## src/rtl/bp_gshare_table_ctrl.sv

```systemverilog
// Gshare pattern-history table controller: owns the global history, clears the
// external single-port counter SRAM, and turns queued branch resolutions into counter updates.
//
// state  | meaning
// CLEAR  | sweeping every table entry to weakly not-taken
// IDLE   | serving lookups or issuing the read half of a queued update
// UPD_WR | writing the updated counter back to the head entry's index
module bp_gshare_table_ctrl #(
  parameter int CTableSize = 1024,
  parameter int CounterLen = 2,
  parameter int GHRLen     = 10,
  parameter int QueueDepth = 4
) (
  input  logic                  clk_i,
  input  logic                  rst_ni,
  input  logic                  flush_i,
  output logic                  busy_o,
  input  logic                  lookup_req_i,
  input  logic [31:0]           lookup_pc_i,
  output logic                  lookup_gnt_o,
  output logic                  lookup_rvalid_o,
  output logic                  lookup_taken_o,
  input  logic                  res_valid_i,
  input  logic [31:0]           res_pc_i,
  input  logic                  res_taken_i,
  output logic                  res_ready_o,
  output logic [GHRLen-1:0]     ghr_o,
  output logic                  tbl_req_o,
  output logic                  tbl_we_o,
  output logic [GHRLen-1:0]     tbl_addr_o,
  output logic [CounterLen-1:0] tbl_wdata_o,
  input  logic [CounterLen-1:0] tbl_rdata_i
);

  localparam int PtrW = $clog2(QueueDepth);
  localparam logic [CounterLen-1:0] CtrInit = CounterLen'((2 ** (CounterLen - 1)) - 1);
  localparam logic [CounterLen-1:0] CtrMax  = '1;
  localparam logic [GHRLen-1:0]     ClrLast = GHRLen'(CTableSize - 1);
  localparam logic [PtrW:0]         QFull   = (PtrW + 1)'(QueueDepth);

  typedef enum logic [1:0] {
    ST_CLEAR  = 2'd0,
    ST_IDLE   = 2'd1,
    ST_UPD_WR = 2'd2
  } state_t;

  state_t state, state_nxt;

  logic [GHRLen-1:0]     clr_cnt;
  logic [GHRLen-1:0]     ghr;
  logic [GHRLen-1:0]     fifo_idx [QueueDepth];
  logic [QueueDepth-1:0] fifo_taken;
  logic [PtrW-1:0]       wr_ptr, rd_ptr;
  logic [PtrW:0]         count;
  logic                  full, empty, push, pop;
  logic                  upd_start;
  logic                  rvalid;
  logic [GHRLen-1:0]     lookup_idx, res_idx, head_idx;
  logic                  head_taken;
  logic [CounterLen-1:0] ctr_nxt;
  logic                  unused_pc_bits;

  assign unused_pc_bits = ^{lookup_pc_i[31:GHRLen+2], lookup_pc_i[1:0],
                            res_pc_i[31:GHRLen+2], res_pc_i[1:0]};

  assign lookup_idx = lookup_pc_i[GHRLen+1:2] ^ ghr;
  assign res_idx    = res_pc_i[GHRLen+1:2] ^ ghr;
  assign head_idx   = fifo_idx[rd_ptr];
  assign head_taken = fifo_taken[rd_ptr];

  assign full        = (count == QFull);
  assign empty       = (count == '0);
  assign res_ready_o = !full && (state != ST_CLEAR);
  assign push        = res_valid_i && res_ready_o;
  assign pop         = (state == ST_UPD_WR) && !flush_i;
  // Lookups win unless the queue is full, so updates only starve fetch when backed up.
  assign upd_start   = (state == ST_IDLE) && !empty && (full || !lookup_req_i);

  assign ghr_o           = ghr;
  assign lookup_rvalid_o = rvalid;
  assign lookup_taken_o  = rvalid ? tbl_rdata_i[CounterLen-1] : 1'b0;

  always_ff @(posedge clk_i or negedge rst_ni) begin
    if (!rst_ni) begin
      state <= ST_CLEAR;
    end else begin
      state <= state_nxt;
    end
  end

  always_comb begin
    state_nxt = state;
    unique case (state)
      ST_CLEAR:  if (clr_cnt == ClrLast) state_nxt = ST_IDLE;
      ST_IDLE:   if (upd_start) state_nxt = ST_UPD_WR;
      ST_UPD_WR: state_nxt = ST_IDLE;
      default:   state_nxt = ST_CLEAR;
    endcase
    if (flush_i) state_nxt = ST_CLEAR;
  end

  always_comb begin
    busy_o       = 1'b0;
    lookup_gnt_o = 1'b0;
    tbl_req_o    = 1'b0;
    tbl_we_o     = 1'b0;
    tbl_addr_o   = '0;
    tbl_wdata_o  = CtrInit;
    unique case (state)
      ST_CLEAR: begin
        busy_o     = 1'b1;
        tbl_req_o  = 1'b1;
        tbl_we_o   = 1'b1;
        tbl_addr_o = clr_cnt;
      end
      ST_IDLE: begin
        if (upd_start) begin
          tbl_req_o  = 1'b1;
          tbl_addr_o = head_idx;
        end else if (lookup_req_i) begin
          lookup_gnt_o = 1'b1;
          tbl_req_o    = 1'b1;
          tbl_addr_o   = lookup_idx;
        end
      end
      ST_UPD_WR: begin
        tbl_req_o   = !flush_i;
        tbl_we_o    = !flush_i;
        tbl_addr_o  = head_idx;
        tbl_wdata_o = ctr_nxt;
      end
      default: begin
        busy_o = 1'b1;
      end
    endcase
  end

  always_comb begin
    ctr_nxt = tbl_rdata_i;
    if (head_taken) begin
      if (tbl_rdata_i != CtrMax) ctr_nxt = tbl_rdata_i + CounterLen'(1);
    end else begin
      if (tbl_rdata_i != '0) ctr_nxt = tbl_rdata_i - CounterLen'(1);
    end
  end

  // Counter wraps back to 0 on leaving CLEAR, ready for the next flush.
  always_ff @(posedge clk_i or negedge rst_ni) begin
    if (!rst_ni) begin
      clr_cnt <= '0;
    end else if (flush_i) begin
      clr_cnt <= '0;
    end else if (state == ST_CLEAR) begin
      clr_cnt <= clr_cnt + GHRLen'(1);
    end
  end

  always_ff @(posedge clk_i or negedge rst_ni) begin
    if (!rst_ni) begin
      ghr <= '0;
    end else if (flush_i) begin
      ghr <= '0;
    end else if (push) begin
      ghr <= {ghr[GHRLen-2:0], res_taken_i};
    end
  end

  always_ff @(posedge clk_i or negedge rst_ni) begin
    if (!rst_ni) begin
      rvalid <= 1'b0;
    end else begin
      rvalid <= lookup_gnt_o;
    end
  end

  always_ff @(posedge clk_i or negedge rst_ni) begin
    if (!rst_ni) begin
      wr_ptr <= '0;
      rd_ptr <= '0;
      count  <= '0;
    end else if (flush_i) begin
      wr_ptr <= '0;
      rd_ptr <= '0;
      count  <= '0;
    end else begin
      if (push) wr_ptr <= wr_ptr + PtrW'(1);
      if (pop)  rd_ptr <= rd_ptr + PtrW'(1);
      unique case ({push, pop})
        2'b10:   count <= count + (PtrW + 1)'(1);
        2'b01:   count <= count - (PtrW + 1)'(1);
        default: count <= count;
      endcase
    end
  end

  always_ff @(posedge clk_i) begin
    if (push) begin
      fifo_idx[wr_ptr]   <= res_idx;
      fifo_taken[wr_ptr] <= res_taken_i;
    end
  end

endmodule

```

## config.mk

```make
export PLATFORM = sky130hd
export DESIGN_NAME = bp_gshare_table_ctrl
export DESIGN_NICKNAME = d
export VERILOG_FILES = /design/src/rtl/bp_gshare_table_ctrl.sv
export SDC_FILE = /design/constraint.sdc
export NUM_CORES = 1
export LEC_CHECK = 0
export ABC_CLOCK_PERIOD_IN_PS = 3000
export CAP_MARGIN = 0
export CELL_PAD_IN_SITES_DETAIL_PLACEMENT = 0
export CELL_PAD_IN_SITES_GLOBAL_PLACEMENT = 1
export CORE_MARGIN = 5
export CORE_UTILIZATION = 38
export DETAILED_ROUTE_END_ITERATION = 12
export HOLD_SLACK_MARGIN = 0.05
export PLACE_DENSITY_LB_ADDON = 0.12
export SYNTH_ARGS = -nofsm -noshare
export SYNTH_HDL_FRONTEND = slang
export SYNTH_SLANG_ARGS = --single-unit
```

## constraint.sdc

```tcl
create_clock -name clk_i -period 3 [get_ports clk_i]
set_input_delay 0.3 -clock clk_i [delete_from_list [all_inputs] [get_ports clk_i]]
set_output_delay 0.3 -clock clk_i [all_outputs]
set_load 0.01 [all_outputs]
```

==> flow_summary_export.csv, run 1 <==
group,metric,value,unit
timing,fin_crit_sh,94.2,%
critical_path,crit_family,"buffers and inverters",
final_layout,area_growth,27.7,%
power,internal_power,2060,uW
global_route,grt_pass1_wl,14000,um
logic_synthesis,ys.flop_type,"edfxtp_1",
critical_path,rr_startpoint,"state[0]$_DFFE_PN0P_",
power,sw_frac_of_total,29.2,%
drt,vias_per_cell,5.28,
power,p_sw,849,uW
clock_network,post-cts-setup-buffer-count,0,
timing,min_period,2830,ps
die,start_util,38.9,%
drt,wl,8840,um
critical_path,worstPathArrival,2530,ps
power,seqPwrFrac,42.0,%
final_layout,design_area,4570,um2
global_route,gr-total-overflow,0,
global_route,grt_pass1_vias,2541,
critical_path,cp-start-kind,"register",
critical_path,path_class,"register to primary output",
drt,ant_nets,0,
logic_synthesis,syn-cell-area,3570,um2
logic_synthesis,synth_top_area_share,37.0,%
clock_network,cts-root-buf,"clkbuf_8",
global_route,grt_antenna_before_repair,0,
die,die_area,11400,um2
global_route,grt_max_degree,31,
logic_synthesis,synthCells,285,
power,combPwrFrac,27.2,%
critical_path,r2r_end,"count[2]$_DFFE_PN0P_",
timing,hold_viol,0,
clock_network,cts_tree,"done",
critical_path,cp.required,2700,ps
placement,portBuffers,56,
drt,routed-via-count,2488,
clock_network,cts_resized,0,
drt,drc,0,
timing,tns,0,ps
drt,drt_iter0_drc,145,
final_layout,layout-drive-gt1-share,13.3,%
critical_path,worst-path-buf-inv,4,
clock_network,clock-sinks,74,
placement,gp_congestion,0.758,
timing,hold_slack,357,ps
critical_path,slowest_delay,570,ps
power,irDropWorstVdd,237,uV
global_route,track_usage,16.4,%
clock_network,numCtsBuffers,9,
die,die_y,107,um
logic_synthesis,synth_edf_count,44,
logic_synthesis,synth_nets,367,
timing,max_slew_margin,59.4,%
logic_synthesis,ys_top_cells_by_count,"edfxtp_1 (44), nand2_1 (34), dfrtp_1 (30)",
logic_synthesis,yosysTopAreaCell,"edfxtp_1",
die,core-area,9200,um2
clock_network,clk_pin_slew,80,ps
clock_network,clkLatencyLatePin,340,ps
placement,place_area,4330,um2
die,placementRows,35,
final_layout,diodes,0,
final_layout,nets,437,
critical_path,reg2reg_depth,10,
final_layout,fillerInstances,810,
timing,skew,8.14,ps
critical_path,r2r_slack,740,ps
final_layout,utilization,49.6,%
logic_synthesis,ys_types,39,
logic_synthesis,yosys_warnings,0,
logic_synthesis,synth.most_common_cell,"edfxtp_1",
outcome,outcome,"finished, final reports clean",
clock_network,postCtsHoldBufs,0,
placement,dp_hpwl,6000,um
critical_path,slowest_stage,"clkdlybuf4s50_1",
drt,first_pass_iters,5,
timing,worstMarginPinSlew,602,ps
die,die_x,107,um
critical_path,crit_top_cell,"inv_1",
logic_synthesis,ys_seq_area_share,58.0,%
logic_synthesis,syn_avg_cell_area,12.5,um2
final_layout,multi_input_area,1390,um2
drt,wl_per_cell,18.8,um
power,p_leak,0.00177,uW
timing,setup_viol,0,
critical_path,end_kind,"primary output",
timing,rsz0062_at_grt,"false",
critical_path,path_cells,"inv_1 -> ha_1 -> inv_1 -> o311ai_2 -> buf_4 -> a222oi_1 -> nor2_1 -> clkdlybuf4s50_1",
timing,max_freq,354,MHz
clock_network,ctsHtreeMaxLevel,3,
final_layout,seq_area,2070,um2
die,ios,101,
hold_path,min_path_type,"input pin to async pin",
timing,final-max-slew-violation-count,0,
logic_synthesis,async_reset_ff_share,40.5,%
power,p_clk_share,30.7,%
job,drv_cap,0,
logic_synthesis,synth_area_leaders,"edfxtp_1 (37%), dfrtp_1 (21%), mux4_2 (6.9%)",
power,p_per_area,636,nW/um2
clock_network,cts_max_path_buffers,2,
logic_synthesis,ys_ff_latch,74,
critical_path,critPathMaxFanout,10,
[state kept, by name, indices dropped and copies added (netlist names)]
| register | cells |
|---|---|
| fifo_taken | 4 |
| count | 3 |
| ghr_o | 10 |
| lookup_rvalid_o | 1 |
| state | 2 |
| wr_ptr | 2 |
| clr_cnt | 10 |
| fifo_idx | 40 |
| rd_ptr | 2 |
[cell type report]
type / count / area share (%)
multi-input cells: 186 / 30.5
inverters: 12 / 0.987
repair buffers: 72 / 14.9
clock buffers: 11 / 3.32
flip-flops and latches: 74 / 45.4
clock inverters: 5 / 1.86
well taps: 111 / 3.04
[how the worst max path moves through the flow]
stage                           endpoint  slack, ps  cells past startpoint                  from
global route               tbl_addr_o[4]         30                      8  state[1]$_DFFE_PN0P_
floorplan           count[2]$_DFFE_PN0P_        710                     10  state[0]$_DFFE_PN0P_
finish                     tbl_addr_o[4]        170                      8  state[1]$_DFFE_PN0P_
CTS                        tbl_addr_o[4]        150                      8  state[1]$_DFFE_PN0P_
global placement           tbl_addr_o[7]        540                      6          lookup_req_i
detailed placement         tbl_addr_o[4]        560                      8  state[1]$_DFFE_PN0P_
[stage by stage]
| stage | setup WS (ps) | power, uW | std cells |
|---|---|---|---|
| 2_1_floorplan | 712 | 1670 | 285 |
| 3_3_place_gp | 542 | 2030 | 455 |
| 3_5_place_dp | 558 | 2040 | 455 |
| 4_1_cts | 152 | 2950 | 471 |
| 5_1_grt | 33.3 | 3060 | 471 |
| 6_report | 173 | 2910 | 471 |
[metal layers]
layer,track usage (%),part of all wire (%),up-vias
li1,-,-,1172
met1,22.7,47,1240
met2,25.8,47,67
met3,3.85,4.9,9
met4,5.21,1.2,0
met5,0,0,-
[logic make-up after synthesis]
group	count (synthesis)	synth area share [%]
AND/OR/NAND/NOR	87	11.2
adder cells (fa/ha/maj)	10	3.71
AO/OA/AOI/OAI	42	8.16
multiplexers	15	8.09
buffers and inverters	25	3.08
flip-flops	74	58.0
XOR/XNOR	32	7.84
[worst register-to-register path, delay by kind of cell (launching register included)]
| kind | cells | cell delay, ps |
|---|---|---|
| adders and majority gates | 2 | 640 |
| AOI/OAI and AO/OA | 3 | 390 |
| and+or+nand+nor | 3 | 460 |
| DFF | 1 | 380 |
| buffers and inverters | 2 | 310 |
[power by group through the flow]
stage	Clock, uW	Combinational, uW	Sequential [uW]
after CTS	920	806	1220
after detailed placement	0	799	1240
final	893	792	1220
after global placement	0	794	1240
after floorplan	0	437	1230
after global routing	963	863	1230
[placed cells by master, fill, tap and decap left out, drive strengths merged, types with 2 or more instances in the layout]
master	n
nor2	27
clkdlybuf4s50	56
and2	2
dfrtp	30
mux2i	3
inv	13
a21oi	17
nand2	34
o21ai	7
nor3	5
a222oi	10
nor2b	2
a31oi	3
nand3	2
xor2	24
ha	9
and3	5
buf	16
clkbuf	11
o311ai	2
mux4	11
nand4	5
bufinv	2
edfxtp	44
xnor2	8
Note: power is estimated with default switching activity, not from simulation.
==> run 2: changes to the inputs <==
--- a/config.mk
+++ b/config.mk
@@ -13,7 +13,7 @@
 export CORE_UTILIZATION = 38
 export DETAILED_ROUTE_END_ITERATION = 12
 export HOLD_SLACK_MARGIN = 0.05
-export PLACE_DENSITY_LB_ADDON = 0.12
+export PLACE_DENSITY_LB_ADDON = 0.05
 export SYNTH_ARGS = -nofsm -noshare
 export SYNTH_HDL_FRONTEND = slang
 export SYNTH_SLANG_ARGS = --single-unit
==> flow_summary_export.csv, run 2 (same netlist as run 1, synthesis figures left out) <==
group,metric,value,unit
critical_path,crit_top_cell,"inv_1",
drt,wl,8740,um
global_route,gr-total-overflow,0,
clock_network,cts_max_path_buffers,2,
critical_path,path_cells,"inv_1 -> ha_1 -> inv_1 -> o311ai_4 -> buf_4 -> a222oi_1 -> nor2_1 -> clkdlybuf4s50_1",
job,drv_cap,0,
final_layout,diodes,0,
timing,tns,0,ps
placement,place_ws,430,ps
drt,wl_per_cell,18.6,um
critical_path,critPathMaxFanout,6,
global_route,grt_max_degree,31,
die,placementRows,35,
power,p_per_area,614,nW/um2
timing,min_period,2860,ps
placement,gp_congestion,0.689,
global_route,met1_usage,21.5,%
die,start_util,38.9,%
outcome,outcome,"finished, final reports clean",
final_layout,final_common_cell,"clkdlybuf4s50_1",
timing,hold_viol,0,
power,irDropWorstVdd,268,uV
final_layout,layout-drive-gt1-share,12.3,%
drt,routed-via-count,2416,
clock_network,numCtsBuffers,9,
clock_network,cts-root-buf,"clkbuf_8",
global_route,grt_use_met3,3.37,%
critical_path,cp.required,2700,ps
die,die_x,107,um
critical_path,worstPathArrival,2560,ps
timing,max_freq,349,MHz
timing,max_slew_margin,59.0,%
final_layout,final_cell_mix,"clkdlybuf4s50_1 (56), edfxtp_1 (44), nand2_1 (34)",
timing,final-max-slew-violation-count,0,
drt,vias_per_cell,5.15,
global_route,track_usage,16.5,%
clock_network,cts_tree,"done",
die,die_y,107,um
timing,skew,8.78,ps
critical_path,path_class,"register to primary output",
clock_network,clock-sinks,74,
critical_path,reg2reg_depth,5,
drt,drt_iter0_drc,103,
timing,timing.final.ws_setup,136,ps
global_route,use_met2,26.9,%
critical_path,slowest_delay,570,ps
global_route,grt_antenna_before_repair,0,
power,p_leak,0.00176,uW
critical_path,cp-start-kind,"register",
critical_path,slowest_stage,"clkdlybuf4s50_1",
timing,fin_crit_sh,95.5,%
clock_network,cts_resized,0,
placement,portBuffers,56,
final_layout,top_register,"fifo_idx",
clock_network,clk_pin_slew,80,ps
global_route,grt_pass1_vias,2512,
clock_network,ctsHtreeMaxLevel,3,
critical_path,end_kind,"primary output",
hold_path,min_path_type,"input pin to async pin",
drt,drc,0,
clock_network,post-cts-setup-buffer-count,0,
final_layout,nets,435,
drt,ant_nets,0,
placement,dp_hpwl,6150,um
die,die_area,11400,um2
clock_network,clkLatencyLatePin,340,ps
global_route,top_usage_layer,"met2",
die,core-area,9200,um2
final_layout,largest_reg_flops,40,
die,ios,101,
placement,place_area,4340,um2
timing,rsz0062_at_grt,"false",
clock_network,postCtsHoldBufs,0,
drt,first_pass_iters,4,
global_route,grt_pass1_wl,13900,um
timing,setup_viol,0,
timing,worstMarginPinSlew,615,ps
final_layout,area_growth,26.9,%
final_layout,design_area,4540,um2
-- run 2: changes by cell type in the layout (fill, tap and decap cells not counted), sizes merged --
cell | previous run | this run
clkinv | 1 | 3
buf | 16 | 14
inv | 13 | 12
bufinv | 2 | 1
-- run 2: area by class of cell --
cell class | instances | area (um2)
well taps | 111 | 139
clock buffers | 11 | 131
multi-input cells | 186 | 1400
clock inverters | 5 | 56.3
flip-flops and latches | 74 | 2070
inverters | 12 | 45.0
fillers | 867 | 4660
repair buffers | 70 | 691
-- run 2: stage by stage --
step	utilization, %	hold WS, ps	cells	total power [uW]
after global placement	47.2	563	453	2070
final	49.3	366	469	2790
after CTS	49.2	376	469	2830
after floorplan	-	4.41	285	1670
after detailed placement	47.2	578	453	2080
after global routing	49.3	374	469	2950
-- run 2: worst max-delay path: cells and delay by family, from the launching register on --
kind                       cells  cell delay, ps
AOI/OAI and AO/OA              2             430
DFF                            1             420
and+or+nand+nor                1             150
buffers and inverters          4             970
adders and majority gates      1             260
-- run 2: final timing paths --
kind | slack, ps | from | to
worst max-delay path | 140 | state[1]$_DFFE_PN0P_ | tbl_addr_o[6]
worst min-delay path | 370 | rst_ni | clr_cnt[0]$_DFFE_PN0P_
worst max register to register | 840 | state[0]$_DFFE_PN0P_ | fifo_idx[0][4]$_DFFE_PP_
worst min register to register | 580 | wr_ptr[1]$_DFFE_PN0P_ | wr_ptr[1]$_DFFE_PN0P_
max in group asynchronous | 2300 | rst_ni | ghr_o[6]$_DFFE_PN0P_
min in group clk_i | 580 | wr_ptr[1]$_DFFE_PN0P_ | wr_ptr[1]$_DFFE_PN0P_
-- run 2: metal layers --
layer	share of wire [%]	vias to the layer above
li1	-	1171
met2	49	69
met4	1.3	0
met1	44	1167
met5	0	-
met3	6.4	9
-- run 2: power by group --
group	switching [uW]	leakage, uW	internal (uW)	total, uW
combinational	420	0.000851	396	817
clock	359	0.0000933	384	743
sequential	59.4	0.000812	1170	1230
==> run 3: changes to the inputs <==
--- a/config.mk
+++ b/config.mk
@@ -11,6 +11,7 @@
 export CELL_PAD_IN_SITES_GLOBAL_PLACEMENT = 1
 export CORE_MARGIN = 5
 export CORE_UTILIZATION = 38
+export CTS_CLUSTER_DIAMETER = 200
 export DETAILED_ROUTE_END_ITERATION = 12
 export HOLD_SLACK_MARGIN = 0.05
 export PLACE_DENSITY_LB_ADDON = 0.05
==> results of run 3 <==
Final layout, timing and power as in run 2 (identical DEF).
